<file path="config.mk">
export PLATFORM = sky130hd
export DESIGN_NAME = debounce_multi_flat
export DESIGN_NICKNAME = d
export VERILOG_FILES = /design/src/rtl/debounce_multi_pkg.sv /design/src/rtl/debounce_multi_if.sv /design/src/rtl/debounce_chan.sv /design/src/rtl/debounce_multi.sv /design/src/flat_wrapper.sv
export SDC_FILE = /design/constraint.sdc
export NUM_CORES = 1
export LEC_CHECK = 0
export CAP_MARGIN = 15
export CORE_ASPECT_RATIO = 0.9
export CORE_MARGIN = 1
export CORE_UTILIZATION = 55
export CTS_CLUSTER_SIZE = 16
export DETAILED_ROUTE_END_ITERATION = 8
export GPL_TIMING_DRIVEN = 0
export PLACE_DENSITY = 0.84
export SLEW_MARGIN = 20
export SYNTH_ARGS = -nofsm -noshare
export SYNTH_HDL_FRONTEND = slang
export SYNTH_SLANG_ARGS = --single-unit
</file>
<file path="constraint.sdc">
create_clock -name clk -period 2.4 [get_ports clk]
set_clock_uncertainty 0.1 [all_clocks]
set_input_delay 0.24 -clock clk [delete_from_list [all_inputs] [get_ports clk]]
set_output_delay 0.24 -clock clk [all_outputs]
set_load 0.01 [all_outputs]
</file>
<file path="src/rtl/debounce_multi_pkg.sv">
// Shared constants and types for the multi-channel push-button debouncer.
// Defaults and legal synchroniser depth live here so every file agrees on them.
package debounce_multi_pkg;

    localparam int N_CH_DEF        = 4;
    localparam int CNT_W_DEF       = 16;
    localparam int HOLD_W_DEF      = 24;
    localparam int SYNC_STAGES_DEF = 2;
    localparam int SYNC_STAGES_MIN = 2;
    localparam int SYNC_STAGES_MAX = 4;

    typedef enum logic {
        ST_RELEASED = 1'b0,
        ST_PRESSED  = 1'b1
    } btn_state_e;

    function automatic bit sync_stages_ok(input int n);
        return (n >= SYNC_STAGES_MIN) && (n <= SYNC_STAGES_MAX);
    endfunction

endpackage

</file>
<file path="src/rtl/debounce_multi_if.sv">
// Button pins in, debounced level and event pulses out; bit i belongs to channel i.
// master = board/user side, slave = debouncer.
interface debounce_multi_if
    import debounce_multi_pkg::*;
#(
    parameter int N_CH = N_CH_DEF
);
    logic [N_CH-1:0] button;
    logic [N_CH-1:0] button_state;
    logic [N_CH-1:0] button_down;
    logic [N_CH-1:0] button_up;
    logic [N_CH-1:0] button_long;

    modport master (
        output button,
        input  button_state,
        input  button_down,
        input  button_up,
        input  button_long
    );

    modport slave (
        input  button,
        output button_state,
        output button_down,
        output button_up,
        output button_long
    );
endinterface

</file>
<file path="src/rtl/debounce_chan.sv">
// One debouncer channel: synchroniser, stability counter, press/release FSM and hold timer.
// The pin arriving here is already polarity corrected (1 = pressed).
//
//   state        | meaning
//   -------------+---------------------------------------------------------
//   ST_RELEASED  | debounced level 0; counting a stable 1 on sync to press
//   ST_PRESSED   | debounced level 1; counting a stable 0 to release, hold timer runs
module debounce_chan
    import debounce_multi_pkg::*;
#(
    parameter int CNT_W       = CNT_W_DEF,
    parameter int SYNC_STAGES = SYNC_STAGES_DEF,
    parameter int HOLD_W      = HOLD_W_DEF
) (
    input  logic clk,
    input  logic rst,
    input  logic pin,
    output logic state,
    output logic down,
    output logic up,
    output logic long_press
);

    if (!sync_stages_ok(SYNC_STAGES)) begin : g_bad_sync_stages
        $error("debounce_chan: SYNC_STAGES=%0d outside legal range %0d..%0d",
               SYNC_STAGES, SYNC_STAGES_MIN, SYNC_STAGES_MAX);
    end
    if (CNT_W < 1 || HOLD_W < 2) begin : g_bad_widths
        $error("debounce_chan: CNT_W=%0d must be >=1 and HOLD_W=%0d must be >=2", CNT_W, HOLD_W);
    end

    localparam logic [CNT_W-1:0]  CNT_MAX  = '1;
    localparam logic [CNT_W-1:0]  CNT_ONE  = CNT_W'(1);
    localparam logic [HOLD_W-1:0] HOLD_MAX = '1;
    localparam logic [HOLD_W-1:0] HOLD_ONE = HOLD_W'(1);
    localparam logic [HOLD_W-1:0] HOLD_PRE = {{(HOLD_W-1){1'b1}}, 1'b0};

    logic [SYNC_STAGES-1:0] sync_q;
    logic                   sync;
    btn_state_e             state_q, state_d;
    logic [CNT_W-1:0]       cnt_q, cnt_d;
    logic [HOLD_W-1:0]      hold_q, hold_d;
    logic                   down_q, down_d;
    logic                   up_q, up_d;
    logic                   long_q, long_d;

    always_ff @(posedge clk) begin
        if (rst) begin
            sync_q <= '0;
        end else begin
            sync_q <= {sync_q[SYNC_STAGES-2:0], pin};
        end
    end

    assign sync = sync_q[SYNC_STAGES-1];

    always_ff @(posedge clk) begin
        if (rst) begin
            state_q <= ST_RELEASED;
            cnt_q   <= '0;
            hold_q  <= '0;
            down_q  <= 1'b0;
            up_q    <= 1'b0;
            long_q  <= 1'b0;
        end else begin
            state_q <= state_d;
            cnt_q   <= cnt_d;
            hold_q  <= hold_d;
            down_q  <= down_d;
            up_q    <= up_d;
            long_q  <= long_d;
        end
    end

    // Counter clears whenever sync agrees with the debounced level, so a glitch leaves no trace.
    always_comb begin
        state_d = state_q;
        cnt_d   = '0;
        hold_d  = '0;
        down_d  = 1'b0;
        up_d    = 1'b0;
        long_d  = 1'b0;
        case (state_q)
            ST_RELEASED: begin
                if (sync) begin
                    if (cnt_q == CNT_MAX) begin
                        state_d = ST_PRESSED;
                        down_d  = 1'b1;
                    end else begin
                        cnt_d = cnt_q + CNT_ONE;
                    end
                end
            end
            ST_PRESSED: begin
                if (!sync) begin
                    if (cnt_q == CNT_MAX) begin
                        state_d = ST_RELEASED;
                        up_d    = 1'b1;
                    end else begin
                        cnt_d = cnt_q + CNT_ONE;
                    end
                end
                // A release on this edge wins over saturation: hold clears, no long pulse.
                if (state_d == ST_PRESSED) begin
                    hold_d = hold_q;
                    if (hold_q != HOLD_MAX) begin
                        hold_d = hold_q + HOLD_ONE;
                        long_d = (hold_q == HOLD_PRE);
                    end
                end
            end
            default: state_d = ST_RELEASED;
        endcase
    end

    assign state      = (state_q == ST_PRESSED);
    assign down       = down_q;
    assign up         = up_q;
    assign long_press = long_q;

endmodule

</file>
<file path="src/rtl/debounce_multi.sv">
// N-channel push-button debouncer: corrects pin polarity and fans the bus out
// to one independent debounce_chan per button.
module debounce_multi
    import debounce_multi_pkg::*;
#(
    parameter int N_CH        = N_CH_DEF,
    parameter int CNT_W       = CNT_W_DEF,
    parameter int SYNC_STAGES = SYNC_STAGES_DEF,
    parameter int ACTIVE_LOW  = 1,
    parameter int HOLD_W      = HOLD_W_DEF
) (
    input  logic             clk,
    input  logic             rst,
    debounce_multi_if.slave  bus
);

    logic [N_CH-1:0] pin_pol;
    logic [N_CH-1:0] state_v;
    logic [N_CH-1:0] down_v;
    logic [N_CH-1:0] up_v;
    logic [N_CH-1:0] long_v;

    assign pin_pol = (ACTIVE_LOW != 0) ? ~bus.button : bus.button;

    for (genvar i = 0; i < N_CH; i++) begin : g_chan
        debounce_chan #(
            .CNT_W       (CNT_W),
            .SYNC_STAGES (SYNC_STAGES),
            .HOLD_W      (HOLD_W)
        ) u_chan (
            .clk        (clk),
            .rst        (rst),
            .pin        (pin_pol[i]),
            .state      (state_v[i]),
            .down       (down_v[i]),
            .up         (up_v[i]),
            .long_press (long_v[i])
        );
    end

    assign bus.button_state = state_v;
    assign bus.button_down  = down_v;
    assign bus.button_up    = up_v;
    assign bus.button_long  = long_v;

endmodule

</file>
<file path="src/flat_wrapper.sv">
// flat-port wrapper written by rule: the top's interface ports become plain ports
module debounce_multi_flat import debounce_multi_pkg::*;
#(
    parameter int N_CH        = N_CH_DEF,
    parameter int CNT_W       = CNT_W_DEF,
    parameter int SYNC_STAGES = SYNC_STAGES_DEF,
    parameter int ACTIVE_LOW  = 1,
    parameter int HOLD_W      = HOLD_W_DEF
)
  (clk, rst, bus_button, bus_button_state, bus_button_down, bus_button_up, bus_button_long);
  debounce_multi_if #(.N_CH(N_CH)) bus_i ();
  input  logic clk;
  input  logic rst;
  input wire logic [$bits(bus_i.button)-1:0] bus_button;
  output wire logic [$bits(bus_i.button_state)-1:0] bus_button_state;
  output wire logic [$bits(bus_i.button_down)-1:0] bus_button_down;
  output wire logic [$bits(bus_i.button_up)-1:0] bus_button_up;
  output wire logic [$bits(bus_i.button_long)-1:0] bus_button_long;
  assign bus_i.button = bus_button;
  assign bus_button_state = bus_i.button_state;
  assign bus_button_down = bus_i.button_down;
  assign bus_button_up = bus_i.button_up;
  assign bus_button_long = bus_i.button_long;
  debounce_multi #(.N_CH(N_CH), .CNT_W(CNT_W), .SYNC_STAGES(SYNC_STAGES), .ACTIVE_LOW(ACTIVE_LOW), .HOLD_W(HOLD_W)) u_core (.clk(clk), .rst(rst), .bus(bus_i));
endmodule
</file>
* Word level (Yosys, flattened, before mapping) *
Index checks and enable logic that the tools add are counted.
W data, S select, Z words.

cells by class
  add/sub/neg operators = 8
  multiply operators = 0
  divide/modulo/power cells = 0
  magnitude comparators = 0
  equal/unequal tests = 12
  shift-type cells = 0
  multiplexer cells = 40
  bitwise gates (word level) = 13
  reduce and logical (&&, ||, !) cells = 16

operators by type and width
  operator                 number
  $mux W16                 12
  $pmux W16 S2             4
  $add A24 B1 Y24 const B  4
  $eq A24 B24 Y1 const B   4
  $ne A24 B24 Y1 const B   4
  $add A16 B1 Y16 const B  4
  $eq A16 B16 Y1 const B   4
  $reduce_or A3 Y1         8
  $mux W1                  20
  $reduce_or A4 Y1         4
  $not A1 Y1               12
  $pmux W1 S2              4
  $reduce_or A2 Y1         4
  $not A4 Y4               1

word-level totals
  bits in registers = 184
  bits in latches = 0
  RAM bits = 0
  bits in read-only memories = 0
  bits of input ports = 6
  output and inout port bits = 16
  word-level logic and storage cells = 117
  memories = 0

* Depth between registers and ports, before layout *
  word-level depth = 6
  mapped depth = 8
  mapped depth without buffers = 6

* Cells and area by module *
From an unflattened synthesis, not the netlist that was laid out.

unflattened totals
  cell total of the unflattened synthesis = 942
  area, all modules = 8434.3 um2

by module, submodules not included
  module                                       instances  cells each  area an instance (um2)  seq. area each (um2)
  debounce_chan (u_core.g_chan[0].u_chan ...)  2          232         2048.2                  920.9
  debounce_chan (u_core.g_chan[1].u_chan)      1          239         2243.4                  920.9
  debounce_chan (u_core.g_chan[3].u_chan)      1          235         2079.5                  920.9
  debounce_multi                               1          4           15.0                    0.0

* Least setup slack after synthesis *
OpenSTA, ideal clock, no wires.

  path type = register -> register
  from = register u_core.g_chan[1].u_chan.cnt_q[0]
  to = register u_core.g_chan[1].u_chan.hold_q[22]
  library setup time = 0.125 ns
  data arrival time = 1.822 ns
  data required time = 2.175 ns
  setup slack = 0.353 ns
  cell stages (with the launch flop) = 8
  buffers on the path = 1
  path through = dfxtp_1 -> ha_1 -> nand4_1 -> nor3b_1 -> nand3_1 -> o21ai_2 -> buf_2 -> a211oi_1

between the ends
  word-level cells in the longest chain between the ends = 6

RTL lines
  item                        line                 RTL
  start, declared             debounce_chan.sv:41  logic [CNT_W-1:0] cnt_q, cnt_d;
  start signal, assigned      debounce_chan.sv:67  cnt_q <= cnt_d;
  $eq A16 B16 Y1              debounce_chan.sv:96  if (cnt_q == CNT_MAX) begin
  $mux W1                     debounce_chan.sv:96
  $mux W1                     debounce_chan.sv:95  if (!sync) begin
  $mux W1                     debounce_chan.sv:83  case (state_q)
  $not A1 Y1 (no line)        n/a
  $reduce_or A3 Y1 (no line)  n/a
  end signal, assigned        debounce_chan.sv:68  hold_q <= hold_d;
  end, declared               debounce_chan.sv:42  logic [HOLD_W-1:0] hold_q, hold_d;

Every way passes these cells. The select of a mux whose other input is x is not followed.
A chain may end at the register's enable or synchronous reset.

* Final worst setup path *
  from = register u_core.g_chan[3].u_chan.cnt_q[0]
  to = register u_core.g_chan[3].u_chan.hold_q[9]

between the ends
  word-level cells in the longest chain between the ends = 6

RTL lines
  item                        line
  start, declared             debounce_chan.sv:41
  start signal, assigned      debounce_chan.sv:67
  $eq A16 B16 Y1              debounce_chan.sv:96
  $mux W1                     debounce_chan.sv:96
  $mux W1                     debounce_chan.sv:95
  $mux W1                     debounce_chan.sv:83
  $not A1 Y1 (no line)        n/a
  $reduce_or A3 Y1 (no line)  n/a
  end signal, assigned        debounce_chan.sv:68
  end, declared               debounce_chan.sv:42

Every way passes these cells. The select of a mux whose other input is x is not followed.

==> flow_metrics.py <==
metrics = {
    "placed_design": {
        "dp.cells": 1177,
        "globalplace.congestion": 0.8340,
        "pre_cts_ws_ns": -0.2041,
        "dp_hpwl_um": 10870,
        "port_buffers": 21,
    },
    "run": {
        "maxCapViolations": 0,
    },
    "route": {
        "drc": 0,
        "dr.pass1.iters": 7,
        "routed_wirelength_um": 16130,
        "ant_nets": 0,
        "drtIter0Drc": 407,
        "wl_per_cell_um": 13.32,
        "vias": 6721,
        "avgViaCountPerCell": 5.550,
    },
    "synthesis": {
        "synth.distinct_cells": 55,
        "synthFlopType": "dfxtp_1",
        "syn_avg_cell_area_um2": 8.736,
        "synthTopCellsByArea": "dfxtp_1, nor2_1, xnor2_1",
        "yosys_warnings": 0,
        "yosysSeqAreaShare_pct": 44.01,
        "synth-seq-cells": 184,
        "synth_top_area_cell": "dfxtp_1",
        "async_reset_ff_share_pct": 0,
        "syn_nets": 976,
        "syn_area_um2": 8369,
        "synth_edf_count": 0,
        "netlist_instances": 958,
        "synth_top_area_share_pct": 44.01,
        "yosys-top-cells-count": "dfxtp_1, nor2_1, xnor2_1",
    },
    "cts": {
        "root_buffer": "clkbuf_16",
        "cts_tree": "yes",
        "holdBufCountCts": 0,
        "clk_path_buf_depth": 2,
        "cts.sinks": 184,
        "clk_latency_ns": 0.42,
        "h-tree-depth": 4,
        "numCtsBuffers": 17,
        "clk_pin_slew_worst_paths_ns": 0.07,
    },
    "power": {
        "internal_power_uw": 4769,
        "power_frac_seq_pct": 50.9,
        "peakVddDrop_mv": 0.5496,
        "p_sw_uw": 1254,
        "leakagePower_uw": 0.003072,
        "pwr-share-clk_pct": 48.4,
        "combinationalPowerShare_pct": 0.6,
        "swShare_pct": 20.81,
        "power.density_nw_per_um2": 628.6,
    },
    "setup_path": {
        "crit_family": "simple AND/OR/NAND/NOR gates",
        "critPathRequiredTime_ns": 2.61,
        "arrival_ns": 2.43,
        "end_kind": "flop",
        "slowest_stage": "nor4_4",
        "crit_path_cell_trace": "ha_1 -> nand3_1 -> nor4_4 -> nand3_2 -> o21ai_4 -> buf_4 -> nor2_1",
        "crit_buf_inv": 1,
        "slowest_delay_ns": 0.39,
        "crit_fanout": 10,
        "setup.worst_path.start_class": "flop",
        "path_class": "reg -> reg",
    },
    "grt": {
        "overflow": 0,
        "grt_pass1_vias": 6327,
        "antenna_found_initial": 0,
        "grt_first_pass_wirelength_um": 28120,
        "grt_usage_pct": 21.60,
        "grt_max_degree": 18,
    },
    "final_layout": {
        "fin_nets": 1018,
        "syn_to_final_growth_pct": 14.47,
        "diodes": 0,
        "drive_gt1_share_pct": 9.378,
        "layout.cells.non_filler": 1211,
        "nFillCells": 1193,
    },
    "floorplan": {
        "io_pins": 22,
        "dieArea_um2": 15710,
        "die_w_um": 132.0,
        "start_util_pct": 56.68,
        "core_um2": 14770,
        "die_height_um": 119.0,
        "rows": 42,
    },
    "timing": {
        "maxSlewHeadroom_pct": 56.04,
        "tightest_slew_ns": 0.6428,
        "setup_ws_ns": 0.1796,
        "period_share_pct": 92.52,
        "min_period_ns": 2.220,
        "clock.fmax_mhz": 450.4,
        "finalMaxSlewViolations": 0,
        "setup_viol": 0,
        "final_hold_viol_count": 0,
    },
    "outcome": {
        "status": "finished, final reports clean",
    },
    "worst_hold_path": {
        "hp-class": "in -> reg",
    },
}
-- final cells by class --
| type | instances | area [µm²] | area share, % |
|---|---|---|---|
| sequential | 184 | 3684 | 38.45 |
| clock buffer | 18 | 439.2 | 4.584 |
| buffer | 43 | 257.7 | 2.690 |
| multi-input combinational | 712 | 4468 | 46.64 |
| tap | 198 | 247.7 | 2.586 |
| timing repair buffer | 24 | 232.7 | 2.429 |
| clock inverter | 14 | 183.9 | 1.920 |
| inverter | 18 | 67.56 | 0.7052 |
-- timing repair --
item,in CTS,in global routing
pin swaps,0,2
resized for setup,6,17
setup buffers,0,3
endpoints found under the setup margin,64,115
-- power groups by stage --
| stage | registers (µW) | clock network, µW | logic [µW] |
|---|---|---|---|
| finish | 3070 | 2920 | 38.6 |
| global route | 3070 | 3100 | 42.9 |
| detailed placement | 3140 | 0 | 38.4 |
| global placement | 3140 | 0 | 37.6 |
| floorplan | 3130 | 0 | 21.2 |
| CTS | 3070 | 2950 | 38.8 |
-- worst reg2reg max path: cells and delay by family (launching register included) --
kind	cells	cell delay, ns
DFF	1	0.37
buffers and inverters	1	0.25
adders and majority gates	1	0.20
AOI/OAI and AO/OA	1	0.32
and+or+nand+nor	4	0.87
-- cells in the final DEF, fill, tap and decap left out, types with 10 or more instances in the layout --
master	n
a21oi_1	32
nor2_1	184
nand2_1	50
and2_1	11
buf_4	24
inv_1	18
and4_1	20
nor3_1	17
and3_1	13
nor2b_1	10
dfxtp_1	184
xor2_1	52
nand4_1	48
nand2b_1	10
xnor2_1	75
nand3_1	60
clkdlybuf4s50_1	21
clkbuf_16	17
o21ai_0	11
ha_1	11
a211oi_1	14
-- worst paths after layout --
kind	start	end	slack [ns]	cells after the start
worst max register to register	u_core.g_chan[3].u_chan.cnt_q[0]$_SDFF_PP0_	u_core.g_chan[3].u_chan.hold_q[9]$_SDFFE_PP0P_	0.18	7
worst max-delay path	u_core.g_chan[3].u_chan.cnt_q[0]$_SDFF_PP0_	u_core.g_chan[3].u_chan.hold_q[9]$_SDFFE_PP0P_	0.18	7
worst min-delay path	bus_button[3]	u_core.g_chan[3].u_chan.sync_q[0]$_SDFF_PP0_	0.27	2
worst min register to register	u_core.g_chan[0].u_chan.sync_q[0]$_SDFF_PP0_	u_core.g_chan[0].u_chan.sync_q[1]$_SDFF_PP0_	0.35	1
-- per-layer routing --
layer	vias up	part of all wire (%)	GRT usage (%)
li1	3432	-	-
met1	3161	47	27.33
met2	106	48	36.08
met3	22	3.5	4.598
met4	0	1.3	8.140
met5	-	0	0
-- flip-flops by register name (all words and copies together) (netlist names), named ones only --
signal                           count
u_core.g_chan.u_chan.up              4
u_core.g_chan.u_chan.sync_q          8
u_core.g_chan.u_chan.hold_q         96
u_core.g_chan.u_chan.cnt_q          64
u_core.g_chan.u_chan.down            4
u_core.g_chan.u_chan.long_press      4
-- cell families after synthesis --
family / after synthesis / share of synthesized area [%]
XOR/XNOR: 127 / 13.29
multiplexers: 3 / 0.3588
flip-flops: 184 / 44.01
AO/OA/AOI/OAI: 89 / 6.952
adder cells (fa/ha/maj): 12 / 1.794
buffers and inverters: 62 / 3.842
AND/OR/NAND/NOR: 481 / 29.75
-- through the flow --
| stage | area, µm² | TNS (ns) | hold WS (ns) | utilization [%] | power, µW |
|---|---|---|---|---|---|
| 5_1_grt | 9580 | -0.008963 | 0.2705 | 64.88 | 6211 |
| 2_1_floorplan | 8369 | 0 | 0.2067 | - | 3156 |
| 3_3_place_gp | 8827 | -2.704 | 0.3257 | 59.78 | 3174 |
| 6_report | 9580 | 0 | 0.2735 | 64.88 | 6022 |
| 3_5_place_dp | 8827 | -4.887 | 0.3344 | 59.78 | 3175 |
| 4_1_cts | 9492 | 0 | 0.2561 | 64.28 | 6060 |
Note: power is estimated with default switching activity, not from simulation.
